<file path="src/rtl/lsq_ret_sched_if.sv">
// Push and retire handshake bundle for the per-thread retire scheduler.
// slave = scheduler side, master = LSQ align stage / retire unit side.
interface lsq_ret_sched_if #(
  parameter int II_W   = 6,
  parameter int MASK_W = 6
);
  logic              push_en;
  logic              push_thread;
  logic [II_W-1:0]   push_II;
  logic [MASK_W-1:0] push_mask;
  logic [1:0]        push_rdy;
  logic              bStall;
  logic              ret_taken;
  logic              ret_valid;
  logic              ret_thread;
  logic [II_W-1:0]   ret_II;
  logic [MASK_W-1:0] ret_mask;

  modport master (
    output push_en, push_thread,
    output push_II, push_mask,
    input  push_rdy,
    output bStall, ret_taken,
    input  ret_valid, ret_thread,
    input  ret_II, ret_mask
  );

  modport slave (
    input  push_en, push_thread,
    input  push_II, push_mask,
    output push_rdy,
    input  bStall, ret_taken,
    output ret_valid, ret_thread,
    output ret_II, ret_mask
  );
endinterface

</file>
<file path="src/rtl/lsq_ret_sched.sv">
// Per-thread retire-bundle FIFOs with II-matched selection to the retire unit.
// Optional LSQ_RET_STALL_CNT_EN adds a saturating back-pressure counter.
module lsq_ret_sched #(
  parameter int DEPTH  = 4,
  parameter int II_W   = 6,
  parameter int MASK_W = 6
) (
  input  logic                     clk,
  input  logic                     rst,
  lsq_ret_sched_if.slave           bus,
  input  logic [II_W-1:0]          cntrl_II0,
  input  logic [II_W-1:0]          cntrl_II1,
  input  logic                     except,
  input  logic                     except_thread,
  output logic [$clog2(DEPTH):0]   occ0,
  output logic [$clog2(DEPTH):0]   occ1
`ifdef LSQ_RET_STALL_CNT_EN
  ,
  input  logic                     stall_cnt_clr,
  output logic [15:0]              stall_cnt
`endif
);

  localparam int AW = $clog2(DEPTH);
  localparam logic [AW:0] FULL = (AW+1)'(DEPTH);

  typedef enum logic [1:0] {
    IDLE,
    PRESENT,
    FLUSH
  } state_t;

  state_t state;
  state_t state_nx;

  logic [II_W-1:0]   ii_mem   [2][DEPTH];
  logic [MASK_W-1:0] mask_mem [2][DEPTH];
  logic [AW-1:0]     wr_ptr   [2];
  logic [AW-1:0]     rd_ptr   [2];
  logic [AW:0]       occ      [2];
  logic [II_W-1:0]   cntrl_II [2];

  logic [1:0] elig;
  logic [1:0] flush;
  logic [1:0] push_ok;
  logic [1:0] pop;
  logic       taken;
  logic       rr;
  logic       rr_nx;
  logic       sel;
  logic       load;

  logic              ret_valid_q;
  logic              ret_thread_q;
  logic [II_W-1:0]   ret_II_q;
  logic [MASK_W-1:0] ret_mask_q;

  assign cntrl_II[0] = cntrl_II0;
  assign cntrl_II[1] = cntrl_II1;
  assign taken       = bus.ret_taken && !bus.bStall;

  assign occ0 = occ[0];
  assign occ1 = occ[1];

  assign bus.push_rdy   = {occ[1] != FULL, occ[0] != FULL};
  assign bus.ret_valid  = ret_valid_q;
  assign bus.ret_thread = ret_thread_q;
  assign bus.ret_II     = ret_II_q;
  assign bus.ret_mask   = ret_mask_q;

  // A thread being flushed this cycle neither accepts, pops nor presents.
  always_comb begin
    elig    = '0;
    flush   = '0;
    push_ok = '0;
    pop     = '0;
    for (int t = 0; t < 2; t++) begin
      flush[t]   = except && (except_thread == 1'(t));
      elig[t]    = (occ[t] != '0)
                && (ii_mem[t][rd_ptr[t]] == cntrl_II[t])
                && !flush[t];
      push_ok[t] = bus.push_en
                && (bus.push_thread == 1'(t))
                && (occ[t] != FULL)
                && !flush[t];
      pop[t]     = (state == PRESENT) && taken
                && (ret_thread_q == 1'(t))
                && !flush[t];
    end
  end

  always_comb begin
    state_nx = state;
    rr_nx    = rr;
    load     = 1'b0;
    sel      = rr;
    unique case (state)
      IDLE: begin
        if (|elig) begin
          load     = 1'b1;
          sel      = (&elig) ? rr : elig[1];
          state_nx = PRESENT;
        end
      end
      PRESENT: begin
        if (flush[ret_thread_q]) begin
          state_nx = FLUSH;
        end else if (taken) begin
          state_nx = IDLE;
          rr_nx    = ~ret_thread_q;
        end
      end
      FLUSH: begin
        state_nx = IDLE;
      end
      default: begin
        state_nx = IDLE;
      end
    endcase
  end

  always_ff @(posedge clk or negedge rst) begin
    if (!rst) begin
      state        <= IDLE;
      rr           <= 1'b0;
      ret_valid_q  <= 1'b0;
      ret_thread_q <= 1'b0;
      ret_II_q     <= '0;
      ret_mask_q   <= '0;
    end else begin
      state       <= state_nx;
      rr          <= rr_nx;
      ret_valid_q <= (state_nx == PRESENT);
      if (load) begin
        ret_thread_q <= sel;
        ret_II_q     <= ii_mem[sel][rd_ptr[sel]];
        ret_mask_q   <= mask_mem[sel][rd_ptr[sel]];
      end
    end
  end

  always_ff @(posedge clk or negedge rst) begin
    if (!rst) begin
      for (int t = 0; t < 2; t++) begin
        wr_ptr[t] <= '0;
        rd_ptr[t] <= '0;
        occ[t]    <= '0;
        for (int i = 0; i < DEPTH; i++) begin
          ii_mem[t][i]   <= '0;
          mask_mem[t][i] <= '0;
        end
      end
    end else begin
      for (int t = 0; t < 2; t++) begin
        if (flush[t]) begin
          wr_ptr[t] <= '0;
          rd_ptr[t] <= '0;
          occ[t]    <= '0;
        end else begin
          if (push_ok[t]) begin
            ii_mem[t][wr_ptr[t]]   <= bus.push_II;
            mask_mem[t][wr_ptr[t]] <= bus.push_mask;
            wr_ptr[t]              <= wr_ptr[t] + 1'b1;
          end
          if (pop[t]) begin
            rd_ptr[t] <= rd_ptr[t] + 1'b1;
          end
          unique case ({push_ok[t], pop[t]})
            2'b10:   occ[t] <= occ[t] + 1'b1;
            2'b01:   occ[t] <= occ[t] - 1'b1;
            default: occ[t] <= occ[t];
          endcase
        end
      end
    end
  end

`ifdef LSQ_RET_STALL_CNT_EN
  always_ff @(posedge clk or negedge rst) begin
    if (!rst) begin
      stall_cnt <= '0;
    end else if (stall_cnt_clr) begin
      stall_cnt <= '0;
    end else if (ret_valid_q && !taken && (stall_cnt != 16'hFFFF)) begin
      stall_cnt <= stall_cnt + 16'd1;
    end
  end
`endif

endmodule

</file>
<file path="src/flat_wrapper.sv">
// flat-port wrapper written by rule: the top's interface ports become plain ports
module lsq_ret_sched_flat 
#(
  parameter int DEPTH  = 4,
  parameter int II_W   = 6,
  parameter int MASK_W = 6
)
  (clk, rst, cntrl_II0, cntrl_II1, except, except_thread, occ0, occ1, bus_push_en, bus_push_thread, bus_push_II, bus_push_mask, bus_push_rdy, bus_bStall, bus_ret_taken, bus_ret_valid, bus_ret_thread, bus_ret_II, bus_ret_mask);
  lsq_ret_sched_if #(.II_W(II_W), .MASK_W(MASK_W)) bus_i ();
  input  logic clk;
  input  logic rst;
  input  logic [II_W-1:0] cntrl_II0;
  input  logic [II_W-1:0] cntrl_II1;
  input  logic except;
  input  logic except_thread;
  output logic [$clog2(DEPTH):0] occ0;
  output logic [$clog2(DEPTH):0] occ1;
  input wire logic [$bits(bus_i.push_en)-1:0] bus_push_en;
  input wire logic [$bits(bus_i.push_thread)-1:0] bus_push_thread;
  input wire logic [$bits(bus_i.push_II)-1:0] bus_push_II;
  input wire logic [$bits(bus_i.push_mask)-1:0] bus_push_mask;
  output wire logic [$bits(bus_i.push_rdy)-1:0] bus_push_rdy;
  input wire logic [$bits(bus_i.bStall)-1:0] bus_bStall;
  input wire logic [$bits(bus_i.ret_taken)-1:0] bus_ret_taken;
  output wire logic [$bits(bus_i.ret_valid)-1:0] bus_ret_valid;
  output wire logic [$bits(bus_i.ret_thread)-1:0] bus_ret_thread;
  output wire logic [$bits(bus_i.ret_II)-1:0] bus_ret_II;
  output wire logic [$bits(bus_i.ret_mask)-1:0] bus_ret_mask;
  assign bus_i.push_en = bus_push_en;
  assign bus_i.push_thread = bus_push_thread;
  assign bus_i.push_II = bus_push_II;
  assign bus_i.push_mask = bus_push_mask;
  assign bus_push_rdy = bus_i.push_rdy;
  assign bus_i.bStall = bus_bStall;
  assign bus_i.ret_taken = bus_ret_taken;
  assign bus_ret_valid = bus_i.ret_valid;
  assign bus_ret_thread = bus_i.ret_thread;
  assign bus_ret_II = bus_i.ret_II;
  assign bus_ret_mask = bus_i.ret_mask;
  lsq_ret_sched #(.DEPTH(DEPTH), .II_W(II_W), .MASK_W(MASK_W)) u_core (.clk(clk), .rst(rst), .bus(bus_i), .cntrl_II0(cntrl_II0), .cntrl_II1(cntrl_II1), .except(except), .except_thread(except_thread), .occ0(occ0), .occ1(occ1));
endmodule
</file>
<file path="config.mk">
export PLATFORM = sky130hd
export DESIGN_NAME = lsq_ret_sched_flat
export DESIGN_NICKNAME = d
export VERILOG_FILES = /design/src/rtl/lsq_ret_sched_if.sv /design/src/rtl/lsq_ret_sched.sv /design/src/flat_wrapper.sv
export SDC_FILE = /design/constraint.sdc
export NUM_CORES = 1
export LEC_CHECK = 0
export BUFFER_PORTS_ARGS = -buffer_cell sky130_fd_sc_hd__buf_2
export CORE_ASPECT_RATIO = 0.7
export CORE_MARGIN = 1
export CORE_UTILIZATION = 30
export DETAILED_ROUTE_END_ITERATION = 10
export GPL_ROUTABILITY_DRIVEN = 1
export PLACE_DENSITY = 0.54
export SLEW_MARGIN = 20
export SYNTH_ARGS = -nofsm -noshare
export SYNTH_HDL_FRONTEND = slang
export SYNTH_SLANG_ARGS = --single-unit
</file>
<file path="constraint.sdc">
create_clock -name clk -period 3.83 [get_ports clk]
set_input_delay 0.5745 -clock clk [delete_from_list [all_inputs] [get_ports clk]]
set_output_delay 0.5745 -clock clk [all_outputs]
set_load 0.05 [all_outputs]
</file>
# Word level (Yosys, flattened, before mapping)
# Index checks and enable logic that the tools add are counted.
# totals
register_bits	127
input_bits	32
mem_count	0
mem_bits_ro	0
ramBits	0
elab_cells	156
output_inout_bits	22
latchBits	0
# op_classes
reduce_logical	37
eq_ne	10
shifts	0
magnitude_cmp	9
mul	0
muxes	52
n_bitwise	12
div	0
addsub	8
# op_table
op	count
2-to-1 mux 24 bit	6
bitwise mux 24 bit	4
2-to-1 mux 6 bit	10
binary-select mux 6 bit (select 2 bit)	4
2-to-1 mux 2 bit	14
demux 6 bit (select 2 bit)	2
logical AND 1 bit	20
greater-or-equal comparator 3 bit, second input constant	5
inverter 2 -> 3 bit	5
equality test 6 bit	2
case mux 3 bit (2 select lines)	2
nonzero test 3 bit	4
adder 2 x 1 -> 2 bit, second input constant	4
equality test 2 x 1 -> 1 bit, second input constant	4
nonzero test 2 bit	4
2-to-1 mux 1 bit	7
adder 3 x 1 -> 3 bit, second input constant	2
less-than comparator 3 x 1 -> 1 bit, second input constant	2
2-to-1 mux 3 bit	2
inequality test 3 bit, second input constant	2
inverter 1 bit	6
AND reduction 2 bit	3
subtractor 3 x 1 -> 3 bit, second input constant	2
equality test 2 bit, second input constant	2
8 further kinds	10

# Logic depth before layout (Yosys ltp)
# logic_depth
ltp_word	19
depth_mapped	13
ltp_nobuf	10

# Worst setup path after synthesis
# No wires, ideal clock.
# synth_timing
kind	register to register
start	register u_core.rd_ptr[2] in the netlist's numbering
end	register u_core.ret_II_q[1], in the netlist u_core.bus.ret_II[1]
n_path_buf	2
t_arrival_ns	3.305
synth_period_minus_slack_ns	3.416
t_required_ns	3.720
setup_ns	0.110
setup_slack_ns	0.414
path_stages_with_launch	11
cell_sequence	dfrtp_1 -> buf_6 -> mux4_2 -> xor2_1 -> or3_1 -> or4_4 -> o22ai_4 -> mux2i_1 -> buf_2 -> nor2_1 -> o41ai_1
# synth_between
elab_chain_len	19
elab_cells_between_ends	25
cone_classes	eq/ne (1); mux (17); bitwise (3); reduce/logical (4)
# synth_lines
element	line	text
start, declared	lsq_ret_sched.sv:39	logic [AW-1:0] rd_ptr [2];
start signal, assigned by index	lsq_ret_sched.sv:166	rd_ptr[t] <= rd_ptr[t] + 1'b1;
inverter 2 -> 3 bit (not written as such)	lsq_ret_sched.sv:80	&& (ii_mem[t][rd_ptr[t]] == cntrl_II[t])
binary-select mux 6 bit (select 2 bit)	lsq_ret_sched.sv:80	
2-to-1 mux 6 bit (not written as such) (2 in series)	lsq_ret_sched.sv:80	
equality test 6 bit	lsq_ret_sched.sv:80	
logical AND 1 bit	lsq_ret_sched.sv:80	
logical AND 1 bit	lsq_ret_sched.sv:81	&& !flush[t];
AND reduction 2 bit	lsq_ret_sched.sv:101	sel = (&elig) ? rr : elig[1];
2-to-1 mux 1 bit	lsq_ret_sched.sv:101	
2-to-1 mux 1 bit	lsq_ret_sched.sv:99	if (|elig) begin
2-to-1 mux 1 bit	lsq_ret_sched.sv:97	unique case (state)
inverter 1 -> 2 bit (not written as such)	lsq_ret_sched.sv:136	ret_II_q <= ii_mem[sel][rd_ptr[sel]];
2-to-1 mux 2 bit (not written as such) (3 in series)	lsq_ret_sched.sv:136	
inverter 2 -> 3 bit (not written as such)	lsq_ret_sched.sv:136	
binary-select mux 6 bit (select 2 bit)	lsq_ret_sched.sv:136	
2-to-1 mux 6 bit (not written as such) (2 in series)	lsq_ret_sched.sv:136	
end signal, assigned	lsq_ret_sched.sv:136	
end, declared	lsq_ret_sched.sv:55	logic [II_W-1:0] ret_II_q;
# Parallel ways exist; a longest one is shown, timed or not. The select of a mux whose other input is x is not followed.
# A chain may end at the register's enable or synchronous reset.

# Worst setup path after layout
# layout_timing
start	register u_core.rd_ptr[2] in the netlist's numbering
end	register u_core.ret_mask_q[0], in the netlist u_core.bus.ret_mask[0]
# layout_between
elab_chain_len	19
elab_cells_between_ends	25
cone_classes	eq/ne (1); mux (17); bitwise (3); reduce/logical (4)
# layout_lines
element	line	text
inverter 2 -> 3 bit (not written as such)	lsq_ret_sched.sv:80	
binary-select mux 6 bit (select 2 bit)	lsq_ret_sched.sv:80	
2-to-1 mux 6 bit (not written as such) (2 in series)	lsq_ret_sched.sv:80	
equality test 6 bit	lsq_ret_sched.sv:80	
logical AND 1 bit	lsq_ret_sched.sv:80	
logical AND 1 bit	lsq_ret_sched.sv:81	
AND reduction 2 bit	lsq_ret_sched.sv:101	
2-to-1 mux 1 bit	lsq_ret_sched.sv:101	
2-to-1 mux 1 bit	lsq_ret_sched.sv:99	
2-to-1 mux 1 bit	lsq_ret_sched.sv:97	
inverter 1 -> 2 bit (not written as such)	lsq_ret_sched.sv:137	ret_mask_q <= mask_mem[sel][rd_ptr[sel]];
2-to-1 mux 2 bit (not written as such) (3 in series)	lsq_ret_sched.sv:137	
inverter 2 -> 3 bit (not written as such)	lsq_ret_sched.sv:137	
binary-select mux 6 bit (select 2 bit)	lsq_ret_sched.sv:137	
2-to-1 mux 6 bit (not written as such) (2 in series)	lsq_ret_sched.sv:137	
end signal, assigned	lsq_ret_sched.sv:137	
end, declared	lsq_ret_sched.sv:56	logic [MASK_W-1:0] ret_mask_q;
# Parallel ways exist; a longest one is shown, timed or not. The select of a mux whose other input is x is not followed.

==> summary.txt <==
STA
  – Fin worst setup slack: 0.298 ns
  – Final Cycle Share: just over 90%
  – Slew headroom: 34.5%
  – Min cycle time layout: ~3.5 ns
  – Final Skew: about 0.0096 ns
  – Final hold viol count: 0
  – Total negative slack: 0 ns
  – Final Max Tran Viols: 0
  – RSZ-0062 raised after global routing: no
  – Setup-failing EPs final: 0
  – Worst slew pin tran: 0.980 ns
  – F_max: 283 MHz

Clock tree
  – CTS Sinks: ~130
  – Reg clk slew, reported paths: 0.06 ns
  – Count of hold-fix buffers inserted at cts: 0
  – Worst skew pair latency: 0.42 ns
  – Post-CTS sizing: 0
  – CTS max path bufs: 2
  – H-tree Lvls: 4
  – Post-CTS setup buffers: 0
  – Clk root buf: clkbuf_16
  – CTS tree: built
  – CTS Buf Count: 17

GRT
  – Grt ovf: 0
  – Global-route track usage on met1: about a quarter
  – Met3 usage: 3.94%
  – Total track usage: between 10% and 20%
  – Gr busiest metal: met1
  – Initial antenna violation count: 0
  – GR Util met2: between 20% and 30%
  – Number of global-route vias before repair: approximately 4600
  – Largest net degree at the start of global routing: slightly below 70
  – First-pass GRT wire length: 27.9 mm

Synth
  – Post-synth EDFFs: 0
  – Syn_nets: approximately 560
  – Syn Area/Cell: 12.5 um2
  – Sequential share of the synthesized area: 49.1%
  – Yosys cell types: 50
  – Synth Cell Area: between 6000 and 7000 um2
  – Synthesis-stage register bit count: about 130
  – Yosys warnings: 0
  – Top FF cell, synth: dfrtp_1
  – Fraction of registers with async set/reset: 100%
  – Cells after synthesis: just over 500

Placement
  – Port bufs: 53
  – Inst Count DP: between 800 and 900
  – Gpl congestion: approximately 0.84
  – DP HPWL: between 10 and 15 mm
  – Pre-CTS setup slack: between 0.2 and 0.3 ns

Die
  – Die width: ~180 um
  – Die area: 22200 um2
  – Core area: between 20000 and 25000 um2
  – Starting Density: slightly above 30%
  – Cell row count: 44
  – Die Span Y: roughly 120 um
  – I/O pin cnt: 54

Layout
  – Post-route insts no fill: around 880
  – Commonest non-fill, non-tap cells in the layout: dfrtp_1, mux2_2, buf_2
  – ANT cells: 0
  – Most common cell after layout, fill and taps aside: dfrtp_1
  – Fin util: a little under two fifths
  – Area delta synth->final: 21.7%
  – Final #Nets: about 640
  – FILL cells: around 2000
  – Share of post-route cells with drive strength above 1: a little under two fifths

Routing
  – Vias/cell: 5.18
  – Drt pass-1 iters: 5
  – Average wire per standard cell: 20.6 um
  – Vias: 4560
  – ANT nets after route: 0
  – DR iter-0 viols: around 330
  – Routed WL: about 18 mm
  – Drc violations: 0

Worst setup path
  – Worst Path Required: 4.13 ns
  – CP Capture Type: register
  – Startpoint Class: register
  – Worst-path fanout max: 11
  – Crit Path Class: reg -> reg
  – WP data arrival: about 3.8 ns

Job
  – Max-cap viol count: 0

Power
  – Worst VDD drop: ~0.36 mV
  – Tot Pwr: approximately 0.006 W
  – PD cells: 784 nW/um2
  – Leakage: 3.51 nW

Outcome
  – Outcome: complete, no violations

Min path
  – Worst hold path type: in -> async
==> kinds of logic after synthesis <==
group	synth area share [%]
XOR/XNOR	3.39
AND/OR/NAND/NOR	8.69
multiplexers	27.3
flip-flops	49.1
AO/OA/AOI/OAI	6.44
adder cells (fa/ha/maj)	2.55
buffers and inverters	2.44
==> sequential cells by signal (all words and copies together), names as in the netlist <==
| register | count |
|---|---|
| u_core.ii_mem | 48 |
| u_core.rd_ptr | 4 |
| u_core.bus.ret_valid | 1 |
| u_core.bus.ret_thread | 1 |
| u_core.bus.ret_II | 6 |
| u_core.state | 2 |
| u_core.wr_ptr | 4 |
| u_core.occ1 | 3 |
| u_core.mask_mem | 48 |
| u_core.occ0 | 3 |
| u_core.rr | 1 |
| u_core.bus.ret_mask | 6 |
==> Yosys cell counts, types with 7 or more instances <==
master / instances / area (um2)
a21oi_1: 12 / 60.1
clkbuf_1: 16 / 60.1
dfrtp_1: 127 / 3180
ha_1: 10 / 125
inv_1: 7 / 26.3
mux2_2: 99 / 1110
mux2i_1: 30 / 300
mux4_2: 11 / 248
nand2_1: 38 / 143
nand3_1: 19 / 95.1
nor2_1: 29 / 109
nor3_1: 10 / 50.1
o21ai_0: 12 / 60.1
xnor2_1: 13 / 114
xor2_1: 12 / 105
==> layout make-up <==
cell class | instances | area (um2) | area share [%]
flip-flops and latches | 127 | 3180 | 40.4
repair buffers | 81 | 519 | 6.60
clock inverters | 12 | 206 | 2.62
inverters | 8 | 30.0 | 0.382
well taps | 276 | 345 | 4.39
multi-input cells | 357 | 3130 | 39.8
clock buffers | 20 | 457 | 5.81
==> metal layers <==
layer  routed length, um  vias to the layer above  share of wire (%)
li1                    -                     2044                  -
met1                9040                     2390                 50
met2                8150                      113                 45
met3                 829                       13                4.6
met4                 122                        0               0.67
met5                   0                        -                  0
==> critical path, cell delays in order (launching register included) <==
cell	delay, ns
dfrtp_1	0.37
buf_4	0.20
mux4_2	0.54
xnor2_1	0.19
nand2_1	0.13
or4_4	0.60
o22ai_4	0.30
mux2i_1	0.42
buf_12	0.19
or2_1	0.15
a311oi_1	0.05
a221o_1	0.26
==> final timing paths <==
kind,slack [ns],start,cells after the start,end
worst max-delay path,0.30,u_core.rd_ptr[2],11,u_core.bus.ret_mask[0]
worst min-delay path,0.28,rst,1,u_core.state[1]
worst max register to register,0.30,u_core.rd_ptr[2],11,u_core.bus.ret_mask[0]
worst min register to register,0.48,u_core.bus.ret_II[3],2,u_core.bus.ret_II[3]
max in group asynchronous,2.69,rst,2,u_core.mask_mem[46]
min in group clk,0.43,except,3,u_core.state[1]
==> through the flow <==
step                      cell area, um2  hold WS [ns]
after floorplan                     6470         0.279
after global placement              7200         0.474
after detailed placement            7200         0.474
after CTS                           7860         0.324
after global routing                7870         0.360
final                               7870         0.284
==> power breakdown <==
group          total, W  switching (W)  internal (W)
logic           0.00198        0.00100      0.000980
clock network   0.00184       0.000639       0.00120
registers       0.00235       0.000434       0.00191
total           0.00616        0.00208       0.00409
(Power assumes the default switching activity.)
